File: src/rtl/mem_port_arbiter_if.sv
// Request/response bundle between the IF and MEM pipeline stages, the shared
// memory and the arbiter that sits between them.
interface mem_port_arbiter_if #(
  parameter int ADDR_W = 32,
  parameter int DATA_W = 32
);
  logic              if_req;
  logic [ADDR_W-1:0] if_addr;
  logic              if_gnt;
  logic              if_rvalid;
  logic [DATA_W-1:0] if_rdata;

  logic              dm_req;
  logic              dm_we;
  logic [ADDR_W-1:0] dm_addr;
  logic [DATA_W-1:0] dm_wdata;
  logic              dm_gnt;
  logic              dm_rvalid;
  logic [DATA_W-1:0] dm_rdata;

  logic              mem_en;
  logic              mem_we;
  logic [ADDR_W-1:0] mem_addr;
  logic [DATA_W-1:0] mem_wdata;
  logic [DATA_W-1:0] mem_rdata;

  logic              stall_if;
  logic              stall_mem;

  modport slave (
    input  if_req, if_addr, dm_req, dm_we, dm_addr, dm_wdata, mem_rdata,
    output if_gnt, if_rvalid, if_rdata, dm_gnt, dm_rvalid, dm_rdata,
    output mem_en, mem_we, mem_addr, mem_wdata, stall_if, stall_mem
  );

  modport master (
    output if_req, if_addr, dm_req, dm_we, dm_addr, dm_wdata, mem_rdata,
    input  if_gnt, if_rvalid, if_rdata, dm_gnt, dm_rvalid, dm_rdata,
    input  mem_en, mem_we, mem_addr, mem_wdata, stall_if, stall_mem
  );
endinterface

File: src/rtl/mem_port_arbiter.sv
// Shares one single-ported memory between instruction fetch and data access,
// sequencing each access IDLE -> ACCESS (MEM_LATENCY cycles) -> RESP.
module mem_port_arbiter #(
  parameter int ADDR_W       = 32,
  parameter int DATA_W       = 32,
  parameter int MEM_LATENCY  = 2,
  parameter int STARVE_LIMIT = 4
) (
  input  logic              clock,
  input  logic              reset,
  mem_port_arbiter_if.slave bus
);
  localparam int CNT_W = (MEM_LATENCY > 1) ? $clog2(MEM_LATENCY) : 1;
  localparam int STV_W = $clog2(STARVE_LIMIT + 1);
  localparam logic [CNT_W-1:0] CNT_LAST = CNT_W'(MEM_LATENCY - 1);
  localparam logic [CNT_W-1:0] CNT_ONE  = CNT_W'(1);
  localparam logic [STV_W-1:0] STV_MAX  = STV_W'(STARVE_LIMIT);
  localparam logic [STV_W-1:0] STV_ONE  = STV_W'(1);

  typedef enum logic [1:0] {IDLE, ACCESS, RESP} state_t;

  state_t            state, state_n;
  logic [CNT_W-1:0]  cnt, cnt_n;
  logic [STV_W-1:0]  starve_cnt, starve_n;
  logic              owner_dm, owner_n;
  logic              we_q, we_n;
  logic [ADDR_W-1:0] addr_q, addr_n;
  logic [DATA_W-1:0] wdata_q, wdata_n;
  logic [DATA_W-1:0] rdata_q, rdata_n;
  logic              pick_if;
  logic              access;
  logic              if_rvalid, dm_rvalid;

  // DM (older instruction) wins ties unless IF has been passed over too often
  assign pick_if = bus.if_req && (!bus.dm_req || (starve_cnt == STV_MAX));

  always_comb begin
    state_n  = state;
    cnt_n    = cnt;
    starve_n = starve_cnt;
    owner_n  = owner_dm;
    we_n     = we_q;
    addr_n   = addr_q;
    wdata_n  = wdata_q;
    rdata_n  = rdata_q;
    case (state)
      IDLE: begin
        if (!bus.if_req) starve_n = '0;
        if (bus.if_req || bus.dm_req) begin
          state_n = ACCESS;
          cnt_n   = '0;
          if (pick_if) begin
            owner_n  = 1'b0;
            we_n     = 1'b0;
            addr_n   = bus.if_addr;
            wdata_n  = '0;
            starve_n = '0;
          end else begin
            owner_n = 1'b1;
            we_n    = bus.dm_we;
            addr_n  = bus.dm_addr;
            wdata_n = bus.dm_wdata;
            if (bus.if_req && (starve_cnt != STV_MAX)) starve_n = starve_cnt + STV_ONE;
          end
        end
      end
      ACCESS: begin
        if (cnt == CNT_LAST) begin
          state_n = RESP;
          if (!we_q) rdata_n = bus.mem_rdata;
        end else begin
          cnt_n = cnt + CNT_ONE;
        end
      end
      RESP:    state_n = IDLE;
      default: state_n = IDLE;
    endcase
  end

  always_ff @(posedge clock) begin
    if (reset) begin
      state      <= IDLE;
      cnt        <= '0;
      starve_cnt <= '0;
      owner_dm   <= 1'b0;
      we_q       <= 1'b0;
      rdata_q    <= '0;
    end else begin
      state      <= state_n;
      cnt        <= cnt_n;
      starve_cnt <= starve_n;
      owner_dm   <= owner_n;
      we_q       <= we_n;
      rdata_q    <= rdata_n;
    end
  end

  // Latched access operands are only observed while in ACCESS, so no reset
  always_ff @(posedge clock) begin
    addr_q  <= addr_n;
    wdata_q <= wdata_n;
  end

  assign access    = (state == ACCESS);
  assign if_rvalid = (state == RESP) && !owner_dm;
  assign dm_rvalid = (state == RESP) &&  owner_dm;

  assign bus.mem_en    = access;
  assign bus.mem_we    = access && we_q;
  assign bus.mem_addr  = access ? addr_q  : '0;
  assign bus.mem_wdata = access ? wdata_q : '0;

  assign bus.if_gnt    = access && (cnt == '0) && !owner_dm;
  assign bus.dm_gnt    = access && (cnt == '0) &&  owner_dm;
  assign bus.if_rvalid = if_rvalid;
  assign bus.dm_rvalid = dm_rvalid;
  assign bus.if_rdata  = rdata_q;
  assign bus.dm_rdata  = rdata_q;

  assign bus.stall_if  = bus.if_req && !if_rvalid;
  assign bus.stall_mem = bus.dm_req && !dm_rvalid;
endmodule

File: src/flat_wrapper.sv
// flat-port wrapper written by rule: the top's interface ports become plain ports
module mem_port_arbiter_flat 
#(
  parameter int ADDR_W       = 32,
  parameter int DATA_W       = 32,
  parameter int MEM_LATENCY  = 2,
  parameter int STARVE_LIMIT = 4
)
  (clock, reset, bus_if_req, bus_if_addr, bus_dm_req, bus_dm_we, bus_dm_addr, bus_dm_wdata, bus_mem_rdata, bus_if_gnt, bus_if_rvalid, bus_if_rdata, bus_dm_gnt, bus_dm_rvalid, bus_dm_rdata, bus_mem_en, bus_mem_we, bus_mem_addr, bus_mem_wdata, bus_stall_if, bus_stall_mem);
  mem_port_arbiter_if #(.ADDR_W(ADDR_W), .DATA_W(DATA_W)) bus_i ();
  input  logic clock;
  input  logic reset;
  input wire logic [$bits(bus_i.if_req)-1:0] bus_if_req;
  input wire logic [$bits(bus_i.if_addr)-1:0] bus_if_addr;
  input wire logic [$bits(bus_i.dm_req)-1:0] bus_dm_req;
  input wire logic [$bits(bus_i.dm_we)-1:0] bus_dm_we;
  input wire logic [$bits(bus_i.dm_addr)-1:0] bus_dm_addr;
  input wire logic [$bits(bus_i.dm_wdata)-1:0] bus_dm_wdata;
  input wire logic [$bits(bus_i.mem_rdata)-1:0] bus_mem_rdata;
  output wire logic [$bits(bus_i.if_gnt)-1:0] bus_if_gnt;
  output wire logic [$bits(bus_i.if_rvalid)-1:0] bus_if_rvalid;
  output wire logic [$bits(bus_i.if_rdata)-1:0] bus_if_rdata;
  output wire logic [$bits(bus_i.dm_gnt)-1:0] bus_dm_gnt;
  output wire logic [$bits(bus_i.dm_rvalid)-1:0] bus_dm_rvalid;
  output wire logic [$bits(bus_i.dm_rdata)-1:0] bus_dm_rdata;
  output wire logic [$bits(bus_i.mem_en)-1:0] bus_mem_en;
  output wire logic [$bits(bus_i.mem_we)-1:0] bus_mem_we;
  output wire logic [$bits(bus_i.mem_addr)-1:0] bus_mem_addr;
  output wire logic [$bits(bus_i.mem_wdata)-1:0] bus_mem_wdata;
  output wire logic [$bits(bus_i.stall_if)-1:0] bus_stall_if;
  output wire logic [$bits(bus_i.stall_mem)-1:0] bus_stall_mem;
  assign bus_i.if_req = bus_if_req;
  assign bus_i.if_addr = bus_if_addr;
  assign bus_i.dm_req = bus_dm_req;
  assign bus_i.dm_we = bus_dm_we;
  assign bus_i.dm_addr = bus_dm_addr;
  assign bus_i.dm_wdata = bus_dm_wdata;
  assign bus_i.mem_rdata = bus_mem_rdata;
  assign bus_if_gnt = bus_i.if_gnt;
  assign bus_if_rvalid = bus_i.if_rvalid;
  assign bus_if_rdata = bus_i.if_rdata;
  assign bus_dm_gnt = bus_i.dm_gnt;
  assign bus_dm_rvalid = bus_i.dm_rvalid;
  assign bus_dm_rdata = bus_i.dm_rdata;
  assign bus_mem_en = bus_i.mem_en;
  assign bus_mem_we = bus_i.mem_we;
  assign bus_mem_addr = bus_i.mem_addr;
  assign bus_mem_wdata = bus_i.mem_wdata;
  assign bus_stall_if = bus_i.stall_if;
  assign bus_stall_mem = bus_i.stall_mem;
  mem_port_arbiter #(.ADDR_W(ADDR_W), .DATA_W(DATA_W), .MEM_LATENCY(MEM_LATENCY), .STARVE_LIMIT(STARVE_LIMIT)) u_core (.clock(clock), .reset(reset), .bus(bus_i));
endmodule
File: config.mk
export PLATFORM = sky130hd
export DESIGN_NAME = mem_port_arbiter_flat
export DESIGN_NICKNAME = d
export VERILOG_FILES = /design/src/rtl/mem_port_arbiter_if.sv /design/src/rtl/mem_port_arbiter.sv /design/src/flat_wrapper.sv
export SDC_FILE = /design/constraint.sdc
export NUM_CORES = 1
export LEC_CHECK = 0
export BUFFER_PORTS_ARGS = -buffer_cell sky130_fd_sc_hd__buf_2
export CAP_MARGIN = 20
export CORE_UTILIZATION = 44
export DETAILED_ROUTE_END_ITERATION = 8
export PLACE_DENSITY = 0.84
export SLEW_MARGIN = 20
export SYNTH_ARGS = -nofsm -noshare
export SYNTH_HDL_FRONTEND = slang
export SYNTH_SLANG_ARGS = --single-unit
File: constraint.sdc
create_clock -name clock -period 5.3 [get_ports clock]
set_clock_uncertainty 0.15 [all_clocks]
set_input_delay 0.795 -clock clock [delete_from_list [all_inputs] [get_ports clock]]
set_output_delay 0.795 -clock clock [all_outputs]
set_load 0.01 [all_outputs]
==> metrics.txt <==
outcome finished clean; area delta synth->final 28.70%; syn nets 564; Max Cap Viol 0; most used routing layer met2; Netlist cell types 32; CP Capture Type primary output; met3 usage 3.617%; EDFF count, synth 64; maximum VDD drop 136.7 uV; dpl hpwl between 8000 and 9000 um; GR Util met1 about 22%; DR pass1 iterations 5; power density cells roughly 290 nW/um2; vias in the first global route ~3500; Resized cells post-CTS 0; initial antenna violation count 0; final setup fails 0; synth warn 0; DRT antenna net count 0; #FFs+latches synth 104; Mapped Avg Cell Area roughly 11 um2; Crit path buffers/inverters 3; area occupied by registers about 2700 um2; period utilization 53.45%; Routed wire per std cell around 14 um; Starting Density approximately 46%; Worst-path clk slew 0.10 ns; CP Class register to primary output; CP max stage cell buf_4; Post CTS Setup Buffer Count 0; worst r2r path cells 3; drt drc 0; Initial DRC Count 160; Via density roughly 4.8; crit path DAT approximately 1.9 ns; Syn Inst Count 429; async set-or-reset flop fraction in the synthesized netlist 0%; first-pass GRT wire length 16860 um; Lkg Pwr around 2.9 nW; fill count between 800 and 900; Logic pwr share 16.5%; PortBufs 268; WHS ~0.32 ns; Overflow after GRT 0; Ports 269; routed vias 3782; Int Pwr between 0.001 and 0.0015 W; Setup Total Neg Slack 0 ns; Worst Max-Slew Pin Slew 0.6938 ns; Net Sw Frac 24.74%; commonest cells after routing, fill and taps aside buf_2, and2_1, nand2_1, edfxtp_1, dfxtp_1; Final Hold Viols 0; Tot GR Track Use 19.43%; Flop pwr share 53.9%; CP Cell Sequence nand2b_2 > inv_1 > buf_4 > and2_1 > buf_2; final std cells w/o fill 795; layout cells sized above 1 roughly half; FMAX approximately 350 MHz; met2 GRT Util 36.18%; crit path launch type register; worst-path maximum fanout 66; CTS tree built; most common cell after layout, fill and taps aside buf_2; critical path's top delay family buffers and inverters; CTS max path bufs 2; Power, Total 0.001777 W; ANT cells 0; Die Height ~110 um; mapped cell area 4765 um2; pin count of the biggest net entering global routing 67; Levels on crit path 5; Die X approximately 110 um; fin nets 789; GPL Wtd Cong 0.8361; hold buffer count at CTS 0; Synth Flop Type edfxtp_1; area of the multi-input gates 1642 um2; unrepaired setup endpoints after global routing false; placed cells 779; Die Footprint roughly 11000 um2; CP peak stage delay 0.40 ns; core box area between 10000 and 15000 um2; row count 37; worst hold stages 2; Slew Viols, Final 0; sequential-to-total area share from yosys stat 57.14%; min Tclk post-route 2.833 ns; drt total wl approximately 11000 um; CP Data Required Time 4.36 ns; NetSw 0.0004397 W; CTS root buf clkbuf_8; # clock sinks 104; relative slew slack 53.75%; Clock Power Share 29.6%; CTS Buf Count 9; HP Class register to register; Worst-Skew Late Latency 0.35 ns; H-tree Lvls 3
[layer usage]
layer | wire length [um] | vias to the layer above
met5 | 0 | -
met4 | 214 | 0
met1 | 4410 | 1716
li1 | - | 1847
met2 | 5785 | 203
met3 | 821 | 16
[state kept, by name, summed over array words and instances, names as in the netlist]
name	cells
u_core.state	2
u_core.owner_dm	1
u_core.cnt	1
u_core.bus.dm_rdata	32
u_core.wdata_q	32
u_core.we_q	1
u_core.starve_cnt	3
u_core.addr_q	32
[tightest hold or removal path: stages, from the launching register on]
cell	delay, ns
dfxtp_1	0.33
nand2_1	0.05
a21oi_1	0.05
[synthesized netlist by cell type, types with 3 or more instances]
| cell type | n | area (um2) |
|---|---|---|
| o21ai_0 | 3 | 15.01 |
| nor2_1 | 8 | 30.03 |
| clkbuf_1 | 12 | 45.04 |
| buf_4 | 35 | 262.8 |
| inv_1 | 4 | 15.01 |
| mux2_2 | 28 | 315.3 |
| a21oi_1 | 37 | 185.2 |
| dfxtp_1 | 40 | 800.8 |
| and2_1 | 65 | 406.6 |
| buf_2 | 8 | 40.04 |
| buf_8 | 3 | 45.04 |
| nand2_1 | 64 | 240.2 |
| mux2_1 | 4 | 45.04 |
| nor3b_1 | 3 | 22.52 |
| edfxtp_1 | 64 | 1922 |
| nor2b_1 | 33 | 206.5 |
[area by class of cell]
class | count | share of cell area (%)
Clock buffer | 10 | 2.081
Clock inverter | 6 | 1.367
Multi-Input combinational cell | 263 | 26.77
Tap cell | 136 | 2.775
Timing Repair Buffer | 272 | 22.36
Inverter | 4 | 0.2448
Sequential cell | 104 | 44.40
[path summary, 6_finish.rpt]
path	from	slack, ns	end
max reg2reg	u_core.state[0]$_SDFFE_PP0P_	2.88	u_core.addr_q[16]$_DFFE_PP_
max	u_core.state[1]$_SDFFE_PP0P_	2.47	bus_mem_addr[29]
min	u_core.bus.dm_rdata[9]$_SDFFE_PP0P_	0.32	u_core.bus.dm_rdata[9]$_SDFFE_PP0P_
min reg2reg	u_core.bus.dm_rdata[9]$_SDFFE_PP0P_	0.32	u_core.bus.dm_rdata[9]$_SDFFE_PP0P_
[metrics by stage]
| step | util (%) | worst slack [ns] | instance area [um2] |
|---|---|---|---|
| floorplan | - | 1.125 | 4765 |
| global placement | 56.84 | 2.629 | 5921 |
| detailed placement | 56.84 | 2.581 | 5921 |
| CTS | 58.87 | 2.478 | 6132 |
| global route | 58.87 | 2.343 | 6132 |
| finish | 58.87 | 2.467 | 6132 |
[kinds of logic after synthesis]
kind of cell | Yosys count | synth area share (%)
compound gates | 47 | 5.594
fa+ha+maj | 2 | 0.5251
buf+inv | 62 | 8.561
flops | 104 | 57.14
mux | 32 | 7.563
simple gates | 182 | 20.61
[power groups by stage]
stage / Combinational, W / Clock (W) / Sequential [W]
2_1_floorplan: 0.000173 / 0 / 0.000979
3_3_place_gp: 0.000288 / 0 / 0.000975
3_5_place_dp: 0.000294 / 0 / 0.000977
4_1_cts: 0.000296 / 0.000536 / 0.000959
5_1_grt: 0.000321 / 0.000569 / 0.000966
6_report: 0.000292 / 0.000527 / 0.000958
Note: power is estimated with default switching activity, not from simulation.
